==> src/rtl/tpmem_pkg.sv <==
// Shared definitions for the 8x8 transpose-memory family.
// Contents: geometry constants (lanes/rows, bank count, pointer widths) and
// the lane slice helper that maps lane k of a packed vector to its bit range
// (lane 0 occupies the most significant BW bits).
package tpmem_pkg;

    localparam int unsigned N     = 8;  // lanes per vector, rows per block
    localparam int unsigned NB    = 2;  // ping-pong banks
    localparam int unsigned ROW_W = 3;  // row / lane index width
    localparam int unsigned CNT_W = 6;  // sample index within a block

    // Low bit of lane k in an N*bw vector: lane k = [(N-k)*bw-1 : (N-1-k)*bw].
    function automatic int unsigned lane_lo(input logic [ROW_W-1:0] lane,
                                            input int unsigned      bw);
        return (N - 1 - 32'(lane)) * bw;
    endfunction

endpackage

==> src/rtl/tpmem_bank.sv <==
// One 8x8 register bank of BW-bit samples.
// Ports:
//   i_clk      clock, row write on rising edge
//   we         write enable for one full row
//   wr_row     row written when we is high
//   wr_vec     row contents, lane 0 in the most significant BW bits
//   rd_row     row of the sample being read
//   rd_lane    lane of the sample being read
//   rd_sample  combinational read of [rd_row][rd_lane]
// Contents are not reset; the owner only reads a bank once it is full.
module tpmem_bank
    import tpmem_pkg::*;
#(
    parameter int unsigned BW = 10
) (
    input  logic             i_clk,
    input  logic             we,
    input  logic [ROW_W-1:0] wr_row,
    input  logic [N*BW-1:0]  wr_vec,
    input  logic [ROW_W-1:0] rd_row,
    input  logic [ROW_W-1:0] rd_lane,
    output logic [BW-1:0]    rd_sample
);

    logic [N*BW-1:0] mem [N];
    logic [N*BW-1:0] row_vec;

    always_ff @(posedge i_clk) begin
        if (we) begin
            mem[wr_row] <= wr_vec;
        end
    end

    always_comb begin
        row_vec   = mem[rd_row];
        rd_sample = row_vec[lane_lo(rd_lane, BW) +: BW];
    end

endmodule

==> src/rtl/tpmem_block_serializer.sv <==
// Output-end companion to the 8x8 transpose memory. Captures 8 parallel
// vectors of a transposed block into one of two ping-pong banks and drains
// each full bank as a raster-ordered serial stream with valid/ready.
// Ports:
//   i_clk       clock, all state on rising edge
//   i_Reset     asynchronous active-low reset
//   i_data      one vector, lane 0 = [8*BW-1:7*BW], lane 7 = [BW-1:0]
//   i_en        i_data valid this cycle (source cannot be stalled)
//   o_in_rdy    write bank free; i_en only accepted while high
//   o_data      serial sample
//   o_valid     o_data valid
//   i_ready     downstream accepts o_data
//   o_first     o_data is sample 0 of a block
//   o_last      o_data is sample 63 of a block
//   o_overflow  sticky: a vector arrived while o_in_rdy was low
module tpmem_block_serializer
    import tpmem_pkg::*;
#(
    parameter int unsigned BW = 10
) (
    input  logic            i_clk,
    input  logic            i_Reset,
    input  logic [8*BW-1:0] i_data,
    input  logic            i_en,
    output logic            o_in_rdy,
    output logic [BW-1:0]   o_data,
    output logic            o_valid,
    input  logic            i_ready,
    output logic            o_first,
    output logic            o_last,
    output logic            o_overflow
);

    logic [NB-1:0]    full;
    logic [NB-1:0]    full_nxt;
    logic             wr_bank;
    logic             rd_bank;
    logic [ROW_W-1:0] wr_row;
    logic [CNT_W-1:0] rd_cnt;

    logic             wr_acc;
    logic             load;
    logic             wr_done;
    logic             rd_done;
    logic [NB-1:0]    bank_we;
    logic [BW-1:0]    bank_sample [NB];
    logic [BW-1:0]    rd_sample;

    assign o_in_rdy = ~full[wr_bank];
    assign wr_acc   = i_en & o_in_rdy;
    assign load     = full[rd_bank] & (~o_valid | i_ready);
    assign wr_done  = wr_acc & (wr_row == '1);
    assign rd_done  = load & (rd_cnt == '1);
    assign bank_we  = wr_acc ? (NB'(1) << wr_bank) : '0;

    for (genvar b = 0; b < NB; b++) begin : g_bank
        tpmem_bank #(
            .BW (BW)
        ) u_bank (
            .i_clk     (i_clk),
            .we        (bank_we[b]),
            .wr_row    (wr_row),
            .wr_vec    (i_data),
            .rd_row    (rd_cnt[CNT_W-1:ROW_W]),
            .rd_lane   (rd_cnt[ROW_W-1:0]),
            .rd_sample (bank_sample[b])
        );
    end

    assign rd_sample = bank_sample[rd_bank];

    // A set and a clear can land on the same edge only for different banks:
    // setting needs full[wr_bank]=0, clearing needs full[rd_bank]=1.
    always_comb begin
        full_nxt = full;
        if (rd_done) begin
            full_nxt[rd_bank] = 1'b0;
        end
        if (wr_done) begin
            full_nxt[wr_bank] = 1'b1;
        end
    end

    always_ff @(posedge i_clk or negedge i_Reset) begin
        if (!i_Reset) begin
            full       <= '0;
            wr_bank    <= 1'b0;
            rd_bank    <= 1'b0;
            wr_row     <= '0;
            rd_cnt     <= '0;
            o_data     <= '0;
            o_valid    <= 1'b0;
            o_first    <= 1'b0;
            o_last     <= 1'b0;
            o_overflow <= 1'b0;
        end else begin
            full <= full_nxt;

            if (wr_acc) begin
                wr_row <= wr_row + 1'b1;
                if (wr_done) begin
                    wr_bank <= ~wr_bank;
                end
            end

            if (i_en && !o_in_rdy) begin
                o_overflow <= 1'b1;
            end

            if (load) begin
                o_data  <= rd_sample;
                o_valid <= 1'b1;
                o_first <= (rd_cnt == '0);
                o_last  <= (rd_cnt == '1);
                rd_cnt  <= rd_cnt + 1'b1;
                if (rd_done) begin
                    rd_bank <= ~rd_bank;
                end
            end else if (o_valid && i_ready) begin
                // o_data keeps its last value once the handshake empties the register
                o_valid <= 1'b0;
                o_first <= 1'b0;
                o_last  <= 1'b0;
            end
        end
    end

endmodule
==> config.mk <==
export PLATFORM = sky130hd
export DESIGN_NAME = tpmem_block_serializer
export DESIGN_NICKNAME = d
export VERILOG_FILES = /design/src/rtl/tpmem_pkg.sv /design/src/rtl/tpmem_bank.sv /design/src/rtl/tpmem_block_serializer.sv
export SDC_FILE = /design/constraint.sdc
export NUM_CORES = 1
export LEC_CHECK = 0
export CAP_MARGIN = 20
export CORE_MARGIN = 2
export CORE_UTILIZATION = 35
export CTS_BUF_LIST = sky130_fd_sc_hd__clkbuf_16
export DETAILED_ROUTE_END_ITERATION = 10
export DONT_BUFFER_PORTS = 1
export PLACE_DENSITY_LB_ADDON = 0.15
export SLEW_MARGIN = 20
export SYNTH_ARGS = -nofsm -noshare
export SYNTH_HDL_FRONTEND = slang
export SYNTH_HIERARCHICAL = 1
export SYNTH_SLANG_ARGS = --single-unit
==> constraint.sdc <==
create_clock -name i_clk -period 6.89 [get_ports i_clk]
set_input_delay 1.378 -clock i_clk [delete_from_list [all_inputs] [get_ports i_clk]]
set_output_delay 1.378 -clock i_clk [all_outputs]
set_load 0.05 [all_outputs]
==> results of run 1 <==
## routing by layer
layer  up-vias  wire, um
li1      12100         -
met1     15500     70700
met2       846     81600
met3       249     10100
met4         2      4660
met5         -        12
## through the flow
stage,area (um^2),total power [mW],setup WS (ns),util,cells
floorplan,55200,16.4,1.28,-,2876
global placement,57700,20.5,2.00,0.369,4841
detailed placement,57700,20.4,2.03,0.369,4841
CTS,62400,28.0,2.00,0.399,5097
global route,62400,28.9,1.87,0.399,5097
finish,62400,27.8,2.05,0.399,5098
## logic make-up after synthesis
logic type      share of synthesized area
buf+inv                            0.0208
flops                               0.709
fa+ha+maj                         0.00227
mux                                 0.193
simple gates                       0.0313
xor+xnor                          0.00111
compound gates                     0.0417
## worst max-delay path: cells and delay by family (launching register included)
kind | cells | cell delay, ns
compound gates | 2 | 0.90
flops | 1 | 1.04
mux | 4 | 1.28
buf+inv | 2 | 0.73
simple gates | 3 | 0.64
## sequential cells by signal (all words and copies together), names as in the netlist, 2 cells and up
| name | flops |
|---|---|
| full | 2 |
| o_data | 10 |
| rd_cnt | 6 |
| wr_row | 3 |
| g_bank.u_bank/mem | 1280 |
## placed cells by master, fill, tap and decap left out, types with 34 or more instances in the layout
master and count:
mux2_2 121, clkbuf_16 146, a21oi_1 54, buf_4 59, mux4_2 316, nand2_1 120
edfxtp_1 1280, clkinv_1 34, inv_1 52, nor2_1 118, o21ai_0 42, mux2i_1 195
## power by group
part	total, mW	internal (mW)	switching, mW
logic	10.6	3.92	6.72
registers	9.66	9.11	0.547
clock network	7.51	4.31	3.20
total	27.8	17.3	10.5
## worst paths after layout
path	startpoint	slack [ns]	end
max	rd_cnt[4]	2.05	o_data[4]
min	i_Reset	0.29	wr_row[0]
max reg2reg	rd_cnt[4]	2.05	o_data[4]
min reg2reg	wr_bank	0.64	wr_bank
max in group asynchronous	i_Reset	6.49	o_data[1]
min in group i_clk	wr_bank	0.64	wr_bank
## area by class of cell
type | instances | area share
Clock inverter | 110 | 0.0166
Clock buffer | 146 | 0.0585
Sequential cell | 1307 | 0.627
Multi-Input combinational cell | 1367 | 0.241
Antenna cell | 1 | 0.0000401
Inverter | 28 | 0.00176
Tap cell | 2058 | 0.0412
Timing Repair Buffer | 81 | 0.0141
==> results.yml, run 1 <==
floorplan:
  num_rows: 145
  coreArea_um2: 156000
  ioPinCount: 99
  die_h_um: 401
  die_w_um: 401
  start_util: 0.353
  die-area_um2: 161000
grt:
  use_met2: 0.343
  grt_util_met1: 0.271
  grt_max_degree: 81
  grt_pass1_wl_mm: 233
  antenna_found_initial: 9
  gr-total-overflow: 0
  met3_usage: 0.0480
  grtUsageTotal: 0.207
  busiest_layer: "met2"
  grt_pass1_vias: 29800
worst_setup_path:
  r2r_cells: 11
  crit_required_ns: 7.54
  crit_chain: "buf_12 -> buf_12 -> mux4_2 -> mux2_2 -> mux2i_1 -> nor2_1 -> o32ai_1 -> nor4_1 -> or4_1 -> mux2i_1 -> a21oi_1"
  crit_fanout: 56
  arrival_ns: 5.50
  cp-start-kind: "flop"
  crit_type: "flop to flop"
  critPathMaxStageDelay_ns: 1.04
  cp_slowest_cell: "dfrtp_4"
  end_kind: "flop"
logic_synthesis:
  syn-num-nets: 2970
  synth_edf_count: 1280
  ys.flop_type: "edfxtp_1"
  synth.top_cell.area_share: 0.697
  synth.most_common_cell: "edfxtp_1"
  async_reset_ff_frac: 0.0207
  ys_top_cells_by_count: "edfxtp_1 (1280), mux4_2 (316), mux2i_1 (198)"
  synth_area_um2: 55100
  ys_types: 78
  ys_ff_latch: 1307
  ys.warnings.count: 6
  seq_area_frac_synth: 0.709
  synth_top_cell_by_area: "edfxtp_1"
  syn_inst: 2876
  syn_avg_cell_area_um2: 19.2
  synthTopCellsByArea: "edfxtp_1 (70%), mux4_2 (13%), mux2i_1 (3.6%)"
detailed_routing:
  wl_mm: 167
  via_count: 28700
  final_antenna_net_count: 0
  drtIter0Drc: 2797
  post_drt_wl_per_cell_um: 32.8
  firstDrtPassIters: 5
  drt_drc_violations_left: 0
  vias_per_cell: 5.62
clocking:
  h-tree-depth: 4
  ctsHoldBuffers: 0
  clockBufferDepth: 3
  numCtsBuffers: 146
  cts_tree: "done"
  numClockSinks: 1307
  clk_latency_ns: 0.80
  cts.reportedPaths.clkPinSlew_ns: 0.06
  post-cts-setup-buffers: 0
  cts_root_buffer: "clkbuf_16"
  cts_resized: 0
job:
  cap_violations: 0
sta:
  hold_slack_ns: 0.291
  slew_violations: 0
  setup_tns_ns: 0
  post-route-period-util: 0.703
  grt_setup_unrepaired: "no"
  finalClockSkew_ns: 0.0330
  hold_viol_final: 0
  clock.fmax_mhz: 206
  setup_violations: 0
  tightest_slew_ns: 1.30
  final.min_clock_period_ns: 4.84
  relSlewSlack: 0.134
pwr:
  power_density_nw_per_um2: 445
  p_leak_nw: 19.9
  ir_drop_mv: 0.354
placement:
  port_buffers: 0
  gp_congestion: 0.939
  hpwl_mm: 105
hold_path:
  hold_path.class: "input port to asynchronous set/reset pin"
layout:
  syn2layout_area_growth_pct: 13.2
  drive_gt1_frac: 0.252
  multiInputGateArea_um2: 15000
  register_area_um2: 39100
  fill_cells: 14000
  final_nets: 3025
status:
  outcome: "finished, final reports clean"
(Power assumes the default switching activity.)
==> run 2, diff against run 1 <==
==> constraint.sdc (replaced) <==
create_clock -name i_clk -period 3.9 [get_ports i_clk]
set_input_delay 0.78 -clock i_clk [delete_from_list [all_inputs] [get_ports i_clk]]
set_output_delay 0.78 -clock i_clk [all_outputs]
set_load 0.05 [all_outputs]
==> run 2 against run 1 <==
Non-clock buffer count is 196 higher. Sequential share of layout area is 2.0 points lower. Global-route usage is 0.19 points higher. Clock skew is 0.012 ns higher. Combinational power is 91% higher. Critical endpoint unchanged. Largest cell class unchanged. Highest routed layer is now met4.
==> results.yml, run 2 (synthesis results as in run 1) <==
clocking:
  cts_root_buffer: "clkbuf_16"
  cts.reportedPaths.clkPinSlew_ns: 0.06
  clockBufferDepth: 3
  numClockSinks: 1307
  clk_latency_ns: 0.80
  cts_tree: "done"
  h-tree-depth: 4
  numCtsBuffers: 146
job:
  cap_violations: 0
detailed_routing:
  drt_drc_violations_left: 0
  drtIter0Drc: 2716
  firstDrtPassIters: 5
  via_count: 29600
  vias_per_cell: 5.57
  final_antenna_net_count: 0
  wl_mm: 168
  post_drt_wl_per_cell_um: 31.6
pwr:
  power_density_nw_per_um2: 778
  p_leak_nw: 21.0
  sw_frac_of_total: 0.365
  power_frac_seq: 0.335
  power_mw: 50.2
  p_int_mw: 31.9
  comb_power_share: 0.403
  p_sw_mw: 18.3
  clockPowerShare: 0.262
  ir_drop_mv: 0.616
worst_setup_path:
  arrival_ns: 4.45
  rr_startpoint: "rd_cnt[3]"
  crit_type: "flop to flop"
  cp-start-kind: "flop"
  crit_start: "rd_cnt[3]"
  worst-path-buf-inv: 1
  crit_required_ns: 4.56
  critPathMaxStageDelay_ns: 0.73
  crit_fanout: 20
  crit_family: "multiplexers"
  crit_top_cell: "mux4_2"
  cp_slowest_cell: "dfrtp_4"
  crit_chain: "buf_4 -> mux4_2 -> o21ai_0 -> o21ai_1 -> mux4_2 -> nor2b_1 -> or4_1 -> mux2i_1 -> a21oi_1"
  end_kind: "flop"
floorplan:
  coreArea_um2: 156000
  die_w_um: 401
  start_util: 0.353
  die-area_um2: 161000
  ioPinCount: 99
  num_rows: 145
  die_h_um: 401
placement:
  gp_congestion: 0.918
  postPlaceCellArea_um2: 59400
  hpwl_mm: 108
  pre_cts_ws_ns: -0.348
  port_buffers: 0
sta:
  slew_violations: 0
  hold_viol_final: 0
  clock.fmax_mhz: 264
  final.min_clock_period_ns: 3.78
  relSlewSlack: 0.383
  tightest_slew_ns: 0.922
  grt_setup_unrepaired: "no"
  finalClockSkew_ns: 0.0446
  setup_violations: 0
  layout_setup_ws_ns: 0.118
  hold_slack_ns: 0.0724
  post-route-period-util: 0.970
layout:
  most-common-layout-cells: "edfxtp_1 (1280), mux4_2 (316), mux2i_1 (196), buf_4 (174), clkbuf_16 (148)"
  finalInstanceArea_um2: 64500
  final_common_cell: "edfxtp_1"
  syn2layout_area_growth_pct: 17.0
  top_register: "g_bank.u_bank/mem"
  top_regs: "g_bank.u_bank/mem x1280, o_data x10, rd_cnt x6"
  largest_reg_flops: 1280
  final_nets: 3221
  final_util: 0.413
  drive_gt1_frac: 0.286
grt:
  antenna_found_initial: 4
  grtUsageTotal: 0.209
  grt_pass1_vias: 30800
  grt_pass1_wl_mm: 238
  grt_max_degree: 112
  gr-total-overflow: 0
hold_path:
  min_from: "i_data[77]"
  hold_path.class: "input port to flop"
status:
  outcome: "finished, final reports clean"
[run 2: cell count changes in the layout (fill, tap and decap cells not counted), sizes merged, moves of 4 or more]
| cell | change |
|---|---|
| dlygate4sd3 | +38 |
| clkinvlp | +4 |
| inv | +8 |
| bufinv | -4 |
| buf | +158 |
[run 2: worst paths after layout]
path | endpoint | slack, ns | cells after the start
setup / recovery | o_data[4] | 0.12 | 9
hold / removal | g_bank[1].u_bank/mem[5][77] | 0.07 | 0
setup reg to reg | o_data[4] | 0.12 | 9
hold reg to reg | wr_row[2] | 0.61 | 1
max in group asynchronous | rd_cnt[0] | 3.14 | 2
min in group asynchronous | o_data[7] | 0.54 | 2
[run 2: layout make-up]
class                      count  area [um^2]
fill                       13900        91800
sequential                  1307        39100
multi-input combinational   1367        15100
clock buffer                 148         3700
timing repair buffer         277         2990
tap                         2058         2570
clock inverter               117          976
inverter                      28          108
antenna                        3         7.51
[run 2: per-layer routing]
| layer | share of wire | routed length [um] | track usage |
|---|---|---|---|
| met4 | 0.022 | 3640 | 0.0536 |
| met5 | 0 | 0 | 0 |
| met2 | 0.50 | 83600 | 0.351 |
| met1 | 0.43 | 72600 | 0.282 |
| met3 | 0.048 | 8090 | 0.0357 |
[run 2: repair_timing]
item / in CTS / in global routing
setup endpoints to repair: 8 / 3
hold buffers: 39 / 0
setup buffers: 0 / 0
pin swaps: 0 / 0
endpoints found under the hold margin: 192 / 0
resized for setup: 4 / 4
cloned: 0 / 0
[run 2: power by group through the flow]
stage                     clock network (mW)  registers, mW  logic, mW
after floorplan                            0           16.8       12.1
after global placement                     0           17.1       20.2
after detailed placement                   0           17.1       20.1
after CTS                               13.5           16.8       20.2
after global routing                    14.1           16.8       21.3
final                                   13.2           16.8       20.2
[run 2: stage by stage]
| step | TNS (ns) | instances |
|---|---|---|
| floorplan | -1274.52 | 2876 |
| global placement | -0.798 | 4998 |
| detailed placement | -0.872 | 4998 |
| CTS | 0 | 5302 |
| global route | 0 | 5302 |
| finish | 0 | 5305 |
==> run 3, diff against run 2 <==
--- a/config.mk
+++ b/config.mk
@@ -5,9 +5,8 @@
 export SDC_FILE = /design/constraint.sdc
 export NUM_CORES = 1
 export LEC_CHECK = 0
-export CAP_MARGIN = 20
 export CORE_MARGIN = 2
-export CORE_UTILIZATION = 35
+export CORE_UTILIZATION = 40
 export CTS_BUF_LIST = sky130_fd_sc_hd__clkbuf_16
 export DETAILED_ROUTE_END_ITERATION = 10
 export DONT_BUFFER_PORTS = 1
==> constraint.sdc (replaced) <==
create_clock -name i_clk -period 4.2 [get_ports i_clk]
set_input_delay 0.84 -clock i_clk [delete_from_list [all_inputs] [get_ports i_clk]]
set_output_delay 0.84 -clock i_clk [all_outputs]
set_load 0.05 [all_outputs]
==> run 3 against run 2 <==
Power is 10% lower. Critical path type unchanged. Wire length is 2.6% lower. Register-to-register slack improved by 0.02 ns. Worst setup slack improved by 0.019 ns. Via count is 0.72% lower. Design area fell by 2.7%. Combinational power decreased by 11%. Core utilization increased by 4.5 points. First-iteration DRC count fell by 2.0%. Flip-flop and latch count is the same. Sequential share of layout area is 1.7 points higher. Worst hold slack improved by 0.062 ns.
==> results.yml, run 3 (synthesis results as in run 1) <==
status:
  outcome: "finished, final reports clean"
pwr:
  power_frac_seq: 0.347
  p_leak_nw: 20.3
  p_int_mw: 28.5
  power_mw: 45.1
  p_sw_mw: 16.6
  comb_power_share: 0.398
  ir_drop_mv: 0.446
  power_density_nw_per_um2: 718
  sw_frac_of_total: 0.368
  clockPowerShare: 0.256
grt:
  grtUsageTotal: 0.232
  grt_pass1_vias: 30300
  grt_max_degree: 82
  gr-total-overflow: 0
  antenna_found_initial: 3
  grt_pass1_wl_mm: 231
sta:
  hold_viol_final: 0
  relSlewSlack: 0.255
  post-route-period-util: 0.968
  hold_slack_ns: 0.134
  final.min_clock_period_ns: 4.06
  finalClockSkew_ns: 0.0412
  setup_tns_ns: 0
  clock.fmax_mhz: 246
  tightest_slew_ns: 1.12
  slew_violations: 0
  grt_setup_unrepaired: "no"
  setup_violations: 0
clocking:
  numClockSinks: 1307
  numCtsBuffers: 140
  cts_root_buffer: "clkbuf_16"
  clk_latency_ns: 0.81
  cts_tree: "done"
  h-tree-depth: 4
  clockBufferDepth: 3
  cts.reportedPaths.clkPinSlew_ns: 0.06
  cts_resized: 0
worst_setup_path:
  cp-start-kind: "flop"
  crit_type: "flop to flop"
  crit_fanout: 48
  end_kind: "flop"
  crit_required_ns: 4.85
  arrival_ns: 4.71
detailed_routing:
  drtIter0Drc: 2661
  post_drt_wl_per_cell_um: 33.2
  wl_mm: 164
  firstDrtPassIters: 5
  final_antenna_net_count: 0
  vias_per_cell: 5.95
  via_count: 29400
  drt_drc_violations_left: 0
placement:
  hpwl_mm: 104
  port_buffers: 0
  gp_congestion: 0.912
floorplan:
  die_h_um: 375
  die_w_um: 375
  start_util: 0.402
  ioPinCount: 99
  num_rows: 136
  die-area_um2: 141000
  coreArea_um2: 137000
layout:
  fill_cells: 11600
  most-common-layout-cells: "edfxtp_1 (1280), mux4_2 (316), mux2i_1 (198), buf_4 (142), clkbuf_16 (141)"
  largest_reg_flops: 1280
  top_register: "g_bank.u_bank/mem"
  final_common_cell: "edfxtp_1"
  syn2layout_area_growth_pct: 13.9
  register_area_um2: 39100
  drive_gt1_frac: 0.272
  top_regs: "g_bank.u_bank/mem x1280, o_data x10, rd_cnt x6"
  diodes: 0
  final_nets: 3125
  multiInputGateArea_um2: 15000
hold_path:
  hold_path.class: "input port to flop"
job:
  cap_violations: 0
## run 3: final timing paths
kind,from,endpoint,slack (ns),cells past startpoint
max reg2reg,rd_cnt[4],o_data[1],0.14,10
min reg2reg,rd_bank,full[0],0.55,1
min,i_data[32],g_bank[0].u_bank/mem[2][32],0.13,0
max,rd_cnt[4],o_data[1],0.14,10
min in group asynchronous,i_Reset,o_data[9],0.56,2
max in group asynchronous,i_Reset,rd_cnt[3],3.42,2
## run 3: repair_timing
item	CTS	global route
hold buffers	2	0
buffers inserted	0	0
endpoints found under the hold margin	27	0
## run 3: layout make-up
cell class	count	share of cell area
multi-input cells	1367	0.240
inverters	28	0.00171
flip-flops and latches	1307	0.623
clock inverters	106	0.0124
clock buffers	141	0.0562
repair buffers	187	0.0312
well taps	1794	0.0358
## run 3: power groups by stage
| stage | Clock (mW) | Combinational [mW] | Sequential, mW |
|---|---|---|---|
| 2_1_floorplan | 0 | 11.3 | 15.6 |
| 3_3_place_gp | 0 | 17.9 | 15.9 |
| 3_5_place_dp | 0 | 17.8 | 15.9 |
| 4_1_cts | 11.8 | 17.9 | 15.6 |
| 5_1_grt | 12.3 | 18.8 | 15.7 |
| 6_report | 11.5 | 17.9 | 15.6 |
## run 3: critical path, stage by stage, from the launching register on
cell and delay [ns]:
dfrtp_4 0.53, buf_4 0.24, buf_12 0.33, mux4_2 0.57, mux2_2 0.34, mux4_2 0.51, mux2_2 0.28, mux2i_1 0.19
o211ai_1 0.26, mux2i_1 0.43, a21oi_1 0.13
## run 3: routing by layer
metal  routed length, um  vias to the layer above  global-route usage
met5                   0                        -                   0
met4                4330                        0              0.0677
met3                9360                      222              0.0426
met2               79900                      990               0.381
met1               70000                    15800               0.317
li1                    -                    12300                   -
## run 3: through the flow
stage                     setup slack, ns  utilization  cells  area [um^2]
final                               0.136        0.458   4930        62800
after global routing                0.135        0.458   4930        62800
after CTS                           0.176        0.458   4930        62800
after detailed placement            0.218        0.426   4681        58400
after global placement              0.275        0.426   4681        58400
after floorplan                    -0.875            -   2876        55200
